<file path="config.mk">
export PLATFORM = sky130hd
export DESIGN_NAME = prog_loader
export DESIGN_NICKNAME = d
export VERILOG_FILES = /design/src/rtl/prog_loader.sv
export SDC_FILE = /design/constraint.sdc
export NUM_CORES = 1
export LEC_CHECK = 0
export CORE_ASPECT_RATIO = 0.5
export CORE_UTILIZATION = 30
export DETAILED_ROUTE_END_ITERATION = 8
export SLEW_MARGIN = 5
export SYNTH_ARGS = -nofsm -noshare
export SYNTH_HDL_FRONTEND = slang
export SYNTH_SLANG_ARGS = --single-unit
</file>
<file path="constraint.sdc">
create_clock -name CLK -period 5.4 [get_ports CLK]
set_input_delay 1.08 -clock CLK [delete_from_list [all_inputs] [get_ports CLK]]
set_output_delay 1.08 -clock CLK [all_outputs]
set_load 0.05 [all_outputs]
</file>
<file path="src/rtl/prog_loader.sv">
// UART-fed program loader: receives a framed, checksummed program image
// and writes it word by word into program memory, holding the CPU in reset.
module prog_loader #(
   parameter int          CLKS_PER_BIT = 16,
   parameter logic [7:0]  SYNC         = 8'hA5
) (
   input  logic       CLK,
   input  logic       nRESET,
   input  logic       RXD,
   output logic       WE,
   output logic [7:0] WADDR,
   output logic [9:0] WDATA,
   output logic       CPU_nRESET,
   output logic       BUSY,
   output logic       DONE,
   output logic       ERR
);

   localparam int            CW     = $clog2(CLKS_PER_BIT);
   localparam logic [CW-1:0] C_FULL = CW'(CLKS_PER_BIT - 1);
   localparam logic [CW-1:0] C_HALF = CW'(CLKS_PER_BIT / 2 - 1);

   localparam logic [1:0] U_IDLE  = 2'd0;
   localparam logic [1:0] U_START = 2'd1;
   localparam logic [1:0] U_DATA  = 2'd2;
   localparam logic [1:0] U_STOP  = 2'd3;

   localparam logic [2:0] S_IDLE = 3'd0;
   localparam logic [2:0] S_LEN  = 3'd1;
   localparam logic [2:0] S_HI   = 3'd2;
   localparam logic [2:0] S_LO   = 3'd3;
   localparam logic [2:0] S_CSUM = 3'd4;
   localparam logic [2:0] S_DONE = 3'd5;
   localparam logic [2:0] S_ERR  = 3'd6;

   logic          r_rx_meta, r_rx_sync, r_rx_prev;
   logic [1:0]    r_ustate;
   logic [CW-1:0] r_cnt;
   logic [2:0]    r_bit;
   logic [7:0]    r_shift;
   logic          r_bv, r_ferr;

   logic [2:0]    r_state;
   logic [2:0]    w_next;
   logic [8:0]    r_left;
   logic [7:0]    r_sum;
   logic [7:0]    w_sum_nxt;
   logic          w_idle_like;
   logic          r_we, r_cpu, r_busy, r_done, r_err;
   logic [7:0]    r_waddr;
   logic [9:0]    r_wdata;

   // two-flop synchronizer plus previous sample for edge detection
   always_ff @(posedge CLK or negedge nRESET) begin
      if (!nRESET) begin
         r_rx_meta <= 1'b1;
         r_rx_sync <= 1'b1;
         r_rx_prev <= 1'b1;
      end else begin
         r_rx_meta <= RXD;
         r_rx_sync <= r_rx_meta;
         r_rx_prev <= r_rx_sync;
      end
   end

   // UART 8N1 receiver producing byte_valid / framing-error pulses
   always_ff @(posedge CLK or negedge nRESET) begin
      if (!nRESET) begin
         r_ustate <= U_IDLE;
         r_cnt    <= '0;
         r_bit    <= 3'd0;
         r_shift  <= 8'd0;
         r_bv     <= 1'b0;
         r_ferr   <= 1'b0;
      end else begin
         r_bv   <= 1'b0;
         r_ferr <= 1'b0;
         unique case (r_ustate)
            U_IDLE: begin
               if (r_rx_prev && !r_rx_sync) begin
                  r_ustate <= U_START;
                  r_cnt    <= C_HALF;
               end
            end
            U_START: begin
               if (r_cnt != '0) begin
                  r_cnt <= r_cnt - 1'b1;
               end else if (!r_rx_sync) begin
                  r_ustate <= U_DATA;
                  r_cnt    <= C_FULL;
                  r_bit    <= 3'd0;
               end else begin
                  r_ustate <= U_IDLE;
               end
            end
            U_DATA: begin
               if (r_cnt != '0) begin
                  r_cnt <= r_cnt - 1'b1;
               end else begin
                  r_shift <= {r_rx_sync, r_shift[7:1]};
                  r_cnt   <= C_FULL;
                  r_bit   <= r_bit + 3'd1;
                  if (r_bit == 3'd7) r_ustate <= U_STOP;
               end
            end
            default: begin
               if (r_cnt != '0) begin
                  r_cnt <= r_cnt - 1'b1;
               end else begin
                  r_bv     <= r_rx_sync;
                  r_ferr   <= !r_rx_sync;
                  r_ustate <= U_IDLE;
               end
            end
         endcase
      end
   end

   assign w_sum_nxt   = r_sum + r_shift;
   assign w_idle_like = (r_state == S_IDLE) || (r_state == S_DONE) ||
                        (r_state == S_ERR);

   // frame next-state: moves only on byte_valid or framing error
   always_comb begin
      w_next = r_state;
      unique case (r_state)
         S_IDLE, S_DONE, S_ERR: begin
            if (r_bv && r_shift == SYNC) w_next = S_LEN;
         end
         S_LEN: begin
            if (r_ferr)    w_next = S_ERR;
            else if (r_bv) w_next = S_HI;
         end
         S_HI: begin
            if (r_ferr)                          w_next = S_ERR;
            else if (r_bv && r_shift[7:2] != '0) w_next = S_ERR;
            else if (r_bv)                       w_next = S_LO;
         end
         S_LO: begin
            if (r_ferr)    w_next = S_ERR;
            else if (r_bv) w_next = (r_left == 9'd1) ? S_CSUM : S_HI;
         end
         S_CSUM: begin
            if (r_ferr)    w_next = S_ERR;
            else if (r_bv) w_next = (w_sum_nxt == 8'd0) ? S_DONE : S_ERR;
         end
         default: w_next = S_IDLE;
      endcase
   end

   // frame state, registered status outputs and memory write datapath
   always_ff @(posedge CLK or negedge nRESET) begin
      if (!nRESET) begin
         r_state <= S_IDLE;
         r_left  <= 9'd0;
         r_sum   <= 8'd0;
         r_we    <= 1'b0;
         r_waddr <= 8'd0;
         r_wdata <= 10'd0;
         r_cpu   <= 1'b0;
         r_busy  <= 1'b0;
         r_done  <= 1'b0;
         r_err   <= 1'b0;
      end else begin
         r_state <= w_next;
         r_busy  <= (w_next == S_LEN) || (w_next == S_HI) ||
                    (w_next == S_LO)  || (w_next == S_CSUM);
         r_done  <= (w_next == S_DONE);
         r_err   <= (w_next == S_ERR);
         r_cpu   <= (w_next == S_DONE);
         r_we    <= (r_state == S_LO) && r_bv;
         if (r_we) r_waddr <= r_waddr + 8'd1;
         if (w_idle_like && r_bv && r_shift == SYNC) begin
            r_waddr <= 8'd0;
            r_sum   <= 8'd0;
         end
         if (r_bv) begin
            unique case (r_state)
               S_LEN: begin
                  r_left <= (r_shift == 8'd0) ? 9'd256 : {1'b0, r_shift};
                  r_sum  <= w_sum_nxt;
               end
               S_HI: begin
                  r_wdata[9:8] <= r_shift[1:0];
                  r_sum        <= w_sum_nxt;
               end
               S_LO: begin
                  r_wdata[7:0] <= r_shift;
                  r_sum        <= w_sum_nxt;
                  r_left       <= r_left - 9'd1;
               end
               default: ;
            endcase
         end
      end
   end

   assign WE         = r_we;
   assign WADDR      = r_waddr;
   assign WDATA      = r_wdata;
   assign CPU_nRESET = r_cpu;
   assign BUSY       = r_busy;
   assign DONE       = r_done;
   assign ERR        = r_err;

endmodule
</file>
==> results of run 1 <==
[power groups by stage]
stage | clock, mW | combinational, mW | sequential, mW
after global routing | 0.617 | 0.428 | 0.596
final | 0.587 | 0.375 | 0.589
after CTS | 0.600 | 0.374 | 0.589
after floorplan | 0 | 0.314 | 0.565
after detailed placement | 0 | 0.373 | 0.596
after global placement | 0 | 0.366 | 0.595
[placed cells by master (no fill, tap or decap), drive strengths merged, types with 3 or more instances in the layout]
| master | count |
|---|---|
| dfrtp | 61 |
| nor2 | 29 |
| nand2 | 27 |
| clkdlybuf4s50 | 24 |
| mux2 | 20 |
| ha | 17 |
| a21oi | 16 |
| inv | 16 |
| o21ai | 16 |
| clkbuf | 10 |
| nand3 | 9 |
| nor4 | 9 |
| nor3 | 8 |
| xor2 | 7 |
| nor3b | 7 |
| nand2b | 6 |
| o22ai | 6 |
| nor2b | 5 |
| nand4 | 5 |
| o21a | 5 |
| a31oi | 5 |
| xnor2 | 4 |
| o211ai | 4 |
| a211oi | 4 |
| or3 | 4 |
| nand3b | 3 |
| a221oi | 3 |
| o32ai | 3 |
| dfstp | 3 |
[worst min path at each step]
stage                                    from                  end  slack (ps)
after floorplan           r_rx_meta$_DFF_PN1_  r_rx_sync$_DFF_PN1_         350
after global placement    r_rx_meta$_DFF_PN1_  r_rx_sync$_DFF_PN1_         350
after detailed placement  r_rx_meta$_DFF_PN1_  r_rx_sync$_DFF_PN1_         350
after CTS                 r_rx_meta$_DFF_PN1_  r_rx_sync$_DFF_PN1_         360
after global routing      r_rx_meta$_DFF_PN1_  r_rx_sync$_DFF_PN1_         360
final                     r_rx_meta$_DFF_PN1_  r_rx_sync$_DFF_PN1_         360
[cell type report]
class                           instances  area [um^2]
Fill cell                            1197         7510
Clock inverter                          6         67.6
Inverter                               15         56.3
Multi-Input combinational cell        266         1910
Clock buffer                           10          239
Sequential cell                        64         1610
Tap cell                              165          206
Timing Repair Buffer                   26          253
[flip-flops by register name, indices dropped and copies added, names as in the netlist, 2 cells and up]
register / flops
r_sum: 8
r_bit: 3
WDATA: 10
r_state: 3
r_ustate: 2
r_cnt: 4
r_shift: 8
WADDR: 8
r_left: 9
[per-layer routing]
layer / routed length, um / share of wire / track usage / vias to the layer above
met5: 0 / 0 / 0 / -
met4: 103 / 0.013 / 0.0529 / 0
met3: 241 / 0.030 / 0.0293 / 9
met2: 3650 / 0.46 / 0.221 / 39
met1: 3980 / 0.50 / 0.178 / 1374
li1: - / - / - / 1376
[stage by stage]
stage | instance area, um^2 | cells | setup WS (ps) | util | total power [mW]
6_report | 4330 | 552 | 2710 | 0.366 | 1.55
5_1_grt | 4330 | 552 | 2610 | 0.366 | 1.64
4_1_cts | 4330 | 552 | 2700 | 0.366 | 1.56
3_5_place_dp | 4030 | 536 | 2870 | 0.340 | 0.969
3_3_place_gp | 4030 | 536 | 2940 | 0.340 | 0.961
2_1_floorplan | 3650 | 357 | 3100 | - | 0.879
[cell families (layout without fill, tap and decap cells)]
family          Yosys count  count (layout)  synth area share
flops                    64              64             0.440
fa+ha+maj                18              18            0.0637
simple gates            130             130             0.198
buf+inv                  27              57            0.0380
mux                      22              22            0.0672
compound gates           85              85             0.167
xor+xnor                 11              11            0.0264
==> results.md, run 1 <==
- Largest net degree at the start of global routing: 48
- Placer congestion estimate: 0.840
- Synth cell types: 70
- Minimum period implied by the final worst setup slack: 2690 ps
- Result of the run: finished, final reports clean
- Area leader, netlist: sky130_fd_sc_hd__dfrtp_1
- Kind of critical path: reg2out
- Share of total power in combinational logic: 0.242
- Via count of the first global-routing pass: 2,778
- Reg-to-reg slack, setup: 2780 ps
- Antenna violations before repair: 0
- Routed WL per cell: 14.5 um
- Largest cells by area after synthesis: sky130_fd_sc_hd__dfrtp_1, sky130_fd_sc_hd__mux2_2, sky130_fd_sc_hd__ha_1, sky130_fd_sc_hd__nor2_1, sky130_fd_sc_hd__nand2_1
- Synth async-reset ratio: 1.00
- # resized after CTS: 0
- Synth top cells by count: sky130_fd_sc_hd__dfrtp_1, sky130_fd_sc_hd__nor2_1, sky130_fd_sc_hd__nand2_1, sky130_fd_sc_hd__mux2_2, sky130_fd_sc_hd__ha_1
- Worst slew margin relative to its limit: 0.446
- Data arrival time at the worst-slack endpoint: 1610 ps
- Sequential fraction of design power: 0.380
- Die width: roughly 160 um
- Max Fanout on Critical Path: 6
- Max Cap Violations: 0
- Layout Area Growth over Synthesis: 18.7%
- Detail-routed via count per cell: 5.07
- Fraction of power spent switching nets: 0.317
- Full die area: 0.0126 mm^2
- Slowest stage cell on the critical path: sky130_fd_sc_hd__clkdlybuf4s50_1
- Net count reported at finish: between 400 and 500
- Clock slew seen by the registers of the worst setup and hold paths: about 50 ps
- Worst hold-check path type: reg2reg
- Required time worst endpoint: 4320 ps
- Worst reg2reg path depth: 7
- Count of inserted antenna diode cells: 0
- Number of port buffers: 25
- DIE HEIGHT: about 80 um
- Cts hold-fix bufs: 0
- H-tree depth: 3
- Portion of synthesized cell area occupied by the leading cell type: 0.418
- WP depth: 1
- Iteration-0 DRC count of the detailed router: 155
- Number of hold violations in the final report: 0
- Post-synthesis instance area: approximately 0.0037 mm^2
- Final worst clock skew: around 9 ps
- Detailed-router iteration count before antenna repair: 4
- Startpoint of the worst setup timing path: WE$_DFF_PN0_
- Number of pins exceeding their max-slew limit in the final report: 0
- Most common flop cell mapped by yosys: sky130_fd_sc_hd__dfrtp_1
- Setup violators final: 0
- Number of cell rows: 28
- Clock buffer count from CTS: 9
- Cell area power density: 358 mW/mm^2
- TritonCTS clock tree: done
- Crit path largest cell delay: 840 ps
- DR vias: 2,798
- Count of flip-flops with a built-in enable after synthesis: 0
- Unrepaired setup endpoints after global routing: no
- Initial core utilization: 0.308
- Library cell with the highest instance count after synthesis: sky130_fd_sc_hd__dfrtp_1
- Yosys synthesis warning count: 0
- Aggregate routed wire length: 7980 um
- Setup fix buffers added after clock tree synthesis: 0
- Minimum hold slack: 355 ps
- Clock latency on the worst-skew pair: 330 ps
- Reg-to-Reg Start: r_shift[0]$_DFFE_PN0P_
- Post-route clock period utilization: 0.498
- Wire length of the first global-routing pass: 13,300 um
- Ordered list of cells on the worst path: clkdlybuf4s50_1
- Overflow left after global routing: 0
- Routed Antenna Nets: 0
- Maximum buffer depth of the clock tree: 2
- Internal power component: roughly 1.1 mW
- Actual slew at the worst max-slew pin: 831 ps
- Net switching power figure: about 0.49 mW
- Element type at the critical path start: register
- Clock sinks: 64
- Peak Freq: 372 MHz
- Number of buffer and inverter stages on the critical path: 1
- Core outline area: 0.0118 mm^2
- Yosys reg bits: 64
- Clock root buffer: sky130_fd_sc_hd__clkbuf_16
- Net count of the mapped netlist: 378
- Overall routing resource usage: 0.136
- Hold depth: 0
- Number of standard cells after synthesis: between 300 and 400
- Portion of the post-synthesis area used by sequential elements: 0.440
- Post-detailed-route DRC marker count: 0
- Worst voltage drop across the vdd grid: 176 uV
- Per-instance average area after synthesis: 10.2 um^2
- Category of the worst setup path capture point: output pin
- Capture point of the worst path: WE
- Setup TNS: 0 ps
- Proportion of power drawn by the clock network: 0.379
- Crit path max-delay family: buffers and inverters
- Fraction of layout cells with a size suffix above 1: 0.137
- Number of ports placed on the die boundary: 26
- FF-to-FF End: DONE$_DFF_PN0_
- Leak: 1.87 nW
- Final HPWL from detailed placement: 5570 um
(Power assumes the default switching activity.)
==> run 2: changes to the inputs <==
clock period = 2.4 ns   (was 5.4 ns; I/O delays follow)
==> results.md, run 2 (synthesized netlist as in run 1, its figures left out) <==
- Iteration-0 DRC count of the detailed router: 203 (was 155)
- Number of flip-flops under the largest register name: 10 (unchanged)
- Final worst clock skew: 6.62 ps (was 8.89 ps)
- Max Fanout on Critical Path: 3 (was 6)
- Post-detailed-route DRC marker count: 1 (was 0)
- Clock latency on the worst-skew pair: 330 ps (about the same)
- Category of the worst setup path capture point: register (was output pin)
- Worst slew margin relative to its limit: 0.615 (was 0.446)
- Clock buffer count from CTS: 9 (unchanged)
- Core outline area: 0.0118 mm^2 (unchanged)
- Most frequent standard cell in the layout excluding fill and tap cells: sky130_fd_sc_hd__dfrtp_1 (unchanged)
- Minimum period implied by the final worst setup slack: 2320 ps
- Most used cells in the layout excluding fill and tap cells: sky130_fd_sc_hd__dfrtp_1, sky130_fd_sc_hd__nor2_1, sky130_fd_sc_hd__nand2_1, sky130_fd_sc_hd__clkdlybuf4s50_1, sky130_fd_sc_hd__mux2_2 (unchanged)
- Wire length of the first global-routing pass: 13,600 um (was 13,300 um)
- WP depth: 7 (was 1)
- Element type at the critical path start: register (unchanged)
- Clock sinks: 64 (unchanged)
- Final HPWL from detailed placement: 5740 um (was 5570 um)
- Peak Freq: 431 MHz
- Overall routing resource usage: 0.138 (was 0.136)
- Required time worst endpoint: 2650 ps (was 4320 ps)
- Largest net degree at the start of global routing: 36 (was 48)
- Worst hold-check path type: reg2reg (unchanged)
- Overflow left after global routing: 0 (unchanged)
- Via count of the first global-routing pass: 2,787 (was 2,778)
- Clock root buffer: sky130_fd_sc_hd__clkbuf_16 (unchanged)
- Hold depth: 0 (unchanged)
- Crit path largest cell delay: 420 ps (was 840 ps)
- Post-route standard cell area excluding fillers: 0.00448 mm^2 (was 0.00433 mm^2)
- DR vias: 2,871 (was 2,798)
- Setup TNS: 0 ps (unchanged)
- Full die area: 0.0126 mm^2 (unchanged)
- Leak: 1.94 nW (was 1.87 nW)
- Aggregate routed wire length: 7990 um (was 7980 um)
- DIE HEIGHT: 80.0 um (unchanged)
- Initial core utilization: 0.308 (unchanged)
- TritonCTS clock tree: done (unchanged)
- Slowest stage cell on the critical path: sky130_fd_sc_hd__a2111o_1 (was sky130_fd_sc_hd__clkdlybuf4s50_1)
- Detail-routed via count per cell: 5.05 (was 5.07)
- Count of inserted antenna diode cells: 0 (unchanged)
- Cell area power density: 781 mW/mm^2 (was 358 mW/mm^2)
- Routed Antenna Nets: 0 (unchanged)
- Placed standard-cell area: 0.00414 mm^2 (was 0.00403 mm^2)
- Number of hold violations in the final report: 0 (unchanged)
- Die width: 158 um (unchanged)
- Result of the run: finished, violations left (was finished, final reports clean)
- Number of port buffers: 25 (unchanged)
- Failing checks: DRC
- Actual slew at the worst max-slew pin: 576 ps (was 831 ps)
- Routed WL per cell: 14.1 um (was 14.5 um)
- Filler cell count in the final layout: 1,194 (was 1,197)
- Antenna violations before repair: 0 (unchanged)
- Layout Area Growth over Synthesis: 22.7% (was 18.7%)
- H-tree depth: 3 (unchanged)
- Worst reg2reg path depth: 7 (unchanged)
- Placer congestion estimate: 0.823 (was 0.840)
- Fraction of layout cells with a size suffix above 1: 0.176 (was 0.137)
- Kind of critical path: reg2reg (was reg2out)
- Setup violators final: 0 (unchanged)
- Net count reported at finish: 419 (was 403)
- Number of ports placed on the die boundary: 26 (unchanged)
- Number of pins exceeding their max-slew limit in the final report: 0 (unchanged)
- Data arrival time at the worst-slack endpoint: 2570 ps (was 1610 ps)
- Worst voltage drop across the vdd grid: 375 uV (was 176 uV)
- Detailed-router iteration count before antenna repair: 6 (was 4)
- Clock slew seen by the registers of the worst setup and hold paths: 50 ps (about the same)
- Post-route clock period utilization: 0.968
- Setup fix buffers added after clock tree synthesis: 0 (unchanged)
- Max Cap Violations: 0 (unchanged)
- Maximum buffer depth of the clock tree: 2 (unchanged)
- Number of buffer and inverter stages on the critical path: 0 (was 1)
- Crit path max-delay family: compound AO/OA/AOI/OAI gates (was buffers and inverters)
- Number of cell rows: 28 (unchanged)
- Ordered list of cells on the worst path: ha_1 -> fa_2 -> a211o_1 -> a21oi_2 -> o221ai_2 -> a2111o_1 -> a21boi_0 (was clkdlybuf4s50_1)
## run 2: cell count changes in the layout (fill, tap and decap cells not counted), sizes merged
cell / before / now
clkinv: 2 / 1
inv: 16 / 15
clkbuf: 10 / 11
dlygate4sd3: 0 / 1
buf: 2 / 17
clkinvlp: 2 / 3
## run 2: timing repair
item,in CTS,in global routing
hold buffers,1,0
endpoints found under the hold margin,2,0
endpoints found under the setup margin,2,3
pin swaps,0,1
gates resized for setup,1,6
## run 2: metal layers
| metal | up-vias | track usage | wire [um] |
|---|---|---|---|
| met1 | 1401 | 0.180 | 3910 |
| li1 | 1409 | - | - |
| met4 | 0 | 0.0548 | 146 |
| met5 | - | 0 | 0 |
| met3 | 13 | 0.0407 | 329 |
| met2 | 48 | 0.215 | 3610 |
## run 2: where the power goes
part	switching, mW	leakage (nW)	internal (mW)
Sequential	0.0929	0.870	1.18
Combinational	0.530	0.936	0.424
Clock	0.469	0.132	0.802
Total	1.09	1.94	2.41
## run 2: worst paths after layout
kind                            slack (ps)              startpoint               endpoint
worst max register to register          80  r_shift[0]$_DFFE_PN0P_         DONE$_DFF_PN0_
max in group asynchronous             1280                  nRESET   WDATA[3]$_DFFE_PN0P_
min in group asynchronous              480                  nRESET  r_left[4]$_DFFE_PN0P_
worst min-delay path                   350     r_rx_meta$_DFF_PN1_    r_rx_sync$_DFF_PN1_
worst max-delay path                    80  r_shift[0]$_DFFE_PN0P_         DONE$_DFF_PN0_
worst min register to register         350     r_rx_meta$_DFF_PN1_    r_rx_sync$_DFF_PN1_
## run 2: layout make-up
| class | count | area, um^2 | area share |
|---|---|---|---|
| Timing Repair Buffer | 42 | 375 | 0.0838 |
| Inverter | 15 | 56.3 | 0.0126 |
| Sequential cell | 64 | 1610 | 0.358 |
| Tap cell | 165 | 206 | 0.0461 |
| Multi-Input combinational cell | 266 | 1950 | 0.434 |
| Clock buffer | 11 | 233 | 0.0520 |
| Clock inverter | 5 | 57.6 | 0.0128 |
## run 2: through the flow
step | std cells | power [mW] | util | setup WS [ps] | hold WS (ps)
2_1_floorplan | 357 | 1.98 | - | 102 | 184
3_3_place_gp | 551 | 2.22 | 0.350 | 59.2 | 289
3_5_place_dp | 551 | 2.23 | 0.350 | 15.8 | 288
4_1_cts | 568 | 3.52 | 0.375 | 56.5 | 362
5_1_grt | 568 | 3.72 | 0.378 | -12.1 | 372
6_report | 568 | 3.50 | 0.378 | 77.5 | 355
==> run 3: changes to the inputs <==
CORE_MARGIN = 5   (was unset)
MAX_ROUTING_LAYER = met4   (was unset)
TNS_END_PERCENT = 1   (was unset)
==> results.md, run 3 (synthesized netlist as in run 1, its figures left out) <==
- Initial core utilization: 0.307 (was 0.308)
- Data arrival time at the worst-slack endpoint: 2610 ps (was 2570 ps)
- Cell area power density: 780 mW/mm^2 (was 781 mW/mm^2)
- Slowest stage cell on the critical path: sky130_fd_sc_hd__a2111o_1 (unchanged)
- Placed standard-cell area: 0.00417 mm^2 (was 0.00414 mm^2)
- FF-to-FF End: DONE$_DFF_PN0_ (unchanged)
- Routed WL per cell: 14.5 um (was 14.1 um)
- Full die area: 0.0146 mm^2 (was 0.0126 mm^2)
- Number of cell rows: 28 (unchanged)
- Worst voltage drop across the vdd grid: 392 uV (was 375 uV)
- Result of the run: finished, final reports clean (was finished, violations left)
- Ordered list of cells on the worst path: ha_1 -> fa_2 -> a211o_1 -> a21oi_2 -> o221ai_2 -> a2111o_1 -> a21boi_1 (was ha_1 -> fa_2 -> a211o_1 -> a21oi_2 -> o221ai_2 -> a2111o_1 -> a21boi_0)
- Net count reported at finish: 421 (was 419)
- DIE HEIGHT: 88.0 um (was 80.0 um)
- Die width: 166 um (was 158 um)
- Minimum period implied by the final worst setup slack: 2360 ps (was 2320 ps)
- Clock buffer count from CTS: 9 (unchanged)
- Worst hold-check path type: in2async (was reg2reg)
- Count of inserted antenna diode cells: 0 (unchanged)
- Clock slew seen by the registers of the worst setup and hold paths: 50 ps (about the same)
- Number of ports placed on the die boundary: 26 (unchanged)
- TritonCTS clock tree: done (unchanged)
- Clock sinks: 64 (unchanged)
- Overall routing resource usage: 0.119 (was 0.138)
- Antenna violations before repair: 0 (unchanged)
- Worst slew margin relative to its limit: 0.622 (was 0.615)
- Element type at the critical path start: register (unchanged)
- Post-detailed-route DRC marker count: 0 (was 1)
- Post-route standard cell area excluding fillers: 0.00450 mm^2 (was 0.00448 mm^2)
- Max Fanout on Critical Path: 3 (unchanged)
- Detail-routed via count per cell: 5.00 (was 5.05)
- Wire length of the first global-routing pass: 13,600 um (about the same)
- Number of pins exceeding their max-slew limit in the final report: 0 (unchanged)
- Kind of critical path: reg2reg (unchanged)
- Worst reg2reg path depth: 7 (unchanged)
- Actual slew at the worst max-slew pin: 565 ps (was 576 ps)
- Most used cells in the layout excluding fill and tap cells: sky130_fd_sc_hd__dfrtp_1, sky130_fd_sc_hd__nor2_1, sky130_fd_sc_hd__nand2_1, sky130_fd_sc_hd__clkdlybuf4s50_1, sky130_fd_sc_hd__mux2_2 (unchanged)
- Detailed-router iteration count before antenna repair: 4 (was 6)
- Reg-to-reg slack, setup: 40 ps (was 80 ps)
- Placer congestion estimate: 0.904 (was 0.823)
- Crit path largest cell delay: 430 ps (was 420 ps)
- Category of the worst setup path capture point: register (unchanged)
- Via count of the first global-routing pass: 2,726 (was 2,787)
- Clock root buffer: sky130_fd_sc_hd__clkbuf_16 (unchanged)
- Final HPWL from detailed placement: 5770 um (was 5740 um)
- Setup violators final: 0 (unchanged)
- Number of hold violations in the final report: 0 (unchanged)
- Aggregate routed wire length: 8280 um (was 7990 um)
- Filler cell count in the final layout: 1,158 (was 1,194)
- Final core occ: 0.379 (was 0.378)
- Max Cap Violations: 0 (unchanged)
- Fraction of layout cells with a size suffix above 1: 0.185 (was 0.176)
- Most frequent standard cell in the layout excluding fill and tap cells: sky130_fd_sc_hd__dfrtp_1 (unchanged)
- H-tree depth: 3 (unchanged)
- Layout Area Growth over Synthesis: 23.3% (was 22.7%)
- Core outline area: 0.0119 mm^2 (was 0.0118 mm^2)
- Maximum buffer depth of the clock tree: 2 (unchanged)
- Number of flip-flops under the largest register name: 10 (unchanged)
- Leak: 1.97 nW (was 1.94 nW)
- Routed Antenna Nets: 0 (unchanged)
- Peak Freq: 423 MHz (was 431 MHz)
- Iteration-0 DRC count of the detailed router: 182 (was 203)
- Reg-to-Reg Start: r_shift[0]$_DFFE_PN0P_ (unchanged)
- Largest net degree at the start of global routing: 53 (was 36)
- Final worst clock skew: 5.40 ps (was 6.62 ps)
- Number of port buffers: 25 (unchanged)
- DR vias: 2,851 (was 2,871)
- Overflow left after global routing: 0 (unchanged)
- Cts hold-fix bufs: 0 (was 1)
- Post-route clock period utilization: 0.985 (was 0.968)
- Required time worst endpoint: 2650 ps (about the same)
- Clock latency on the worst-skew pair: 330 ps (about the same)
run 3: how the worst max path moves through the flow:
stage                                       from        endpoint  slack, ps  cells past startpoint
after global routing      r_shift[0]$_DFFE_PN0P_  DONE$_DFF_PN0_        -20                      7
after detailed placement  r_shift[0]$_DFFE_PN0P_  DONE$_DFF_PN0_        -20                      7
final                     r_shift[0]$_DFFE_PN0P_  DONE$_DFF_PN0_         40                      7
after floorplan           r_shift[0]$_DFFE_PN0P_  DONE$_DFF_PN0_        100                      7
after CTS                 r_shift[0]$_DFFE_PN0P_  DONE$_DFF_PN0_         10                      7
after global placement    r_shift[0]$_DFFE_PN0P_   ERR$_DFF_PN0_         30                      7
run 3: power breakdown:
| group | internal (mW) | switching, mW |
|---|---|---|
| sequential | 1.18 | 0.0928 |
| clock | 0.799 | 0.472 |
| combinational | 0.432 | 0.532 |
run 3: routing by layer:
metal  vias up  track usage  share of wire
li1       1414            -              -
met1      1388        0.149           0.50
met2        38        0.194           0.46
met3        11       0.0311          0.027
met4         0       0.0359          0.015
met5         -            -              0
run 3: layout make-up:
class / instances / area (um^2) / area share
Multi-Input combinational cell: 266 / 1940 / 0.431
Sequential cell: 64 / 1610 / 0.357
Timing Repair Buffer: 44 / 400 / 0.0890
Clock buffer: 10 / 229 / 0.0509
Tap cell: 165 / 206 / 0.0459
Clock inverter: 6 / 61.3 / 0.0136
Inverter: 15 / 56.3 / 0.0125
run 3: what timing repair did:
action / CTS / global route
gates resized for setup: 1 / 6
pin swaps: 0 / 2
endpoints found under the hold margin: 0 / 0
setup buffers: 0 / 1
gates cloned: 0 / 0
endpoints found under the setup margin: 3 / 4
run 3: per-stage QoR:
step                      setup slack [ps]  cells  hold WS [ps]  power, mW  setup TNS, ps
after CTS                             12.3    569          42.3       3.52              0
final                                 37.1    570          40.9       3.51              0
after floorplan                        102    357           184       1.98              0
after global placement                29.6    553           348       2.22              0
after global routing                 -20.0    570          54.2       3.73          -46.3
after detailed placement             -17.2    553           347       2.22          -18.3
run 3: critical path: cells and delay by family, from the launching register on:
kind,cells,cell delay (ps)
AOI/OAI and AO/OA,5,1260
adders and majority gates,2,630
DFF,1,390
==> patch: new RTL, settings of run 3 <==
`CLKS_PER_BIT`: 16 -> 8.
--- a/src/rtl/prog_loader.sv
+++ b/src/rtl/prog_loader.sv
@@ -2,5 +2,5 @@
 // and writes it word by word into program memory, holding the CPU in reset.
 module prog_loader #(
-   parameter int          CLKS_PER_BIT = 16,
+   parameter int          CLKS_PER_BIT = 8,
    parameter logic [7:0]  SYNC         = 8'hA5
 ) (
Function: same outputs for any inputs over 10 cycles, from zero or initial values and one cycle with nRESET low; that may be too few to reach the edited logic, so the function may still have changed.
==> patch against run 3 <==
- final area is 5.3% lower
- area after synthesis fell by 5.7%
- power fell by 9.4%
- setup slack better by 0.069 ns
- sequential cell count down 1
- routed wire length decreased by 7.2%
- sequential power is 3% lower
- worst hold slack better by 0.084 ns
- highest routed layer unchanged
==> patch: results (changes against run 3) <==
- Synth area leaders: dfrtp_1 44%, ha_1 6.5%, nand2_1 5.3%
- First-pass GRT wire length: 13,300 um (-2.4%)
- DR iter-0 viols: 146 (-20%)
- Via density: 5.02 (+0.37%)
- GRT Resource Usage Total: 12.2% (+0.23 points)
- Synth Area in Compound Gates: 17.5% (+0.85 points)
- DR WL/cell: 14.1 um (-3.0%)
- Fillers: 1,072 (-7.4%)
- Reg2Reg Setup Slack: 0.11 ns (+0.07 ns)
- Hold WS: 0.125 ns (+0.0836 ns)
- Syn_nets: 377 (-0.26%)
- Commonest cells post-synth: 60 x dfrtp_1, 49 x nand2_1, 29 x nor2_1
- Slowest CP cell: dfrtp_1
- Xor and xnor area share after synthesis: 2.54% (-0.096 points)
- Worst VDD drop: 0.345 mV (-12%)
- Slew at the pin with the worst max-slew slack: 0.530 ns (-0.0348 ns)
- Layout cells sized above 1: 17.0% (-1.5 points)
- Multiplexer share of the synthesized area: 3.85% (-2.9 points)
- Nets: 417 (-0.95%)
- Sw power: 1.02 mW (-7.3%)
- Met3 usage: 3.31% (+0.20 points)
- M2 GR Usage: 19.1% (-0.31 points)
- Worst path arrival time: 2.55 ns (-0.06 ns)
- Largest net degree at the start of global routing: 24 (-55%)
- Adder-Cell Fraction of Synth Area: 7.12% (+0.75 points)
- Final setup skew: 0.00804 ns (+0.00264 ns)
- Met1 Use GR: 15.4% (+0.55 points)
- Initial antenna violation count: 0 (unchanged)
- Worst setup endpoint: BUSY$_DFF_PN0_
- Leak pwr: 1.93 nW (-1.9%)
- DR WL met3: 246 um (+11%)
- DPL Wire Length: 5440 um (-5.6%)
- DR WL met2: 3570 um (-6.5%)
- Status: finished, final reports clean
- Unique masters post-synth: 67 (-4.3%)
- Met1 wire length: 3810 um (-7.2%)
- Reg2Reg Depth: 9 (+2)
- Post-synthesis sequential area ratio: 45.9% (+1.9 points)
[patch: cell types whose count changed in the layout (fill, tap and decap cells not counted), sizes merged, moves of 3 or more]
cell,run 3,this run
o22ai,6,10
inv,15,19
a221oi,3,0
a32o,0,3
o21a,5,1
o211ai,4,1
nand2,27,49
nand2b,6,9
nor4,9,1
a21oi,16,20
mux2,20,10
xor2,7,4
nor3b,7,3
nor3,8,11
[patch: power groups by stage]
stage	clock network, mW	logic [mW]	registers [mW]
after global routing	1.31	0.839	1.24
after global placement	0	0.722	1.25
after detailed placement	0	0.728	1.25
after floorplan	0	0.559	1.22
after CTS	1.26	0.735	1.23
final	1.22	0.730	1.23
[patch: area by class of cell]
type | instances | share of cell area (%)
Clock buffer | 9 | 5.29
Multi-Input combinational cell | 262 | 41.8
Timing Repair Buffer | 42 | 8.75
Tap cell | 145 | 4.26
Inverter | 17 | 1.50
Clock inverter | 7 | 1.35
Sequential cell | 63 | 37.1
[patch: timing repair]
| item | in CTS | in global routing |
|---|---|---|
| pin swaps | 2 | 6 |
| hold buffers | 0 | 0 |
| endpoints found under the setup margin | 2 | 3 |
| setup buffers | 0 | 2 |
| gates resized for setup | 4 | 2 |
[patch: stage by stage]
step / power, mW / cells / setup WS, ns / area (um2)
global placement: 1.97 / 527 / 0.0190 / 3930
floorplan: 1.78 / 355 / 0.0500 / 3450
global route: 3.38 / 545 / -0.0145 / 4260
CTS: 3.22 / 543 / 0.0151 / 4240
finish: 3.18 / 545 / 0.106 / 4260
detailed placement: 1.97 / 527 / -0.0279 / 3930
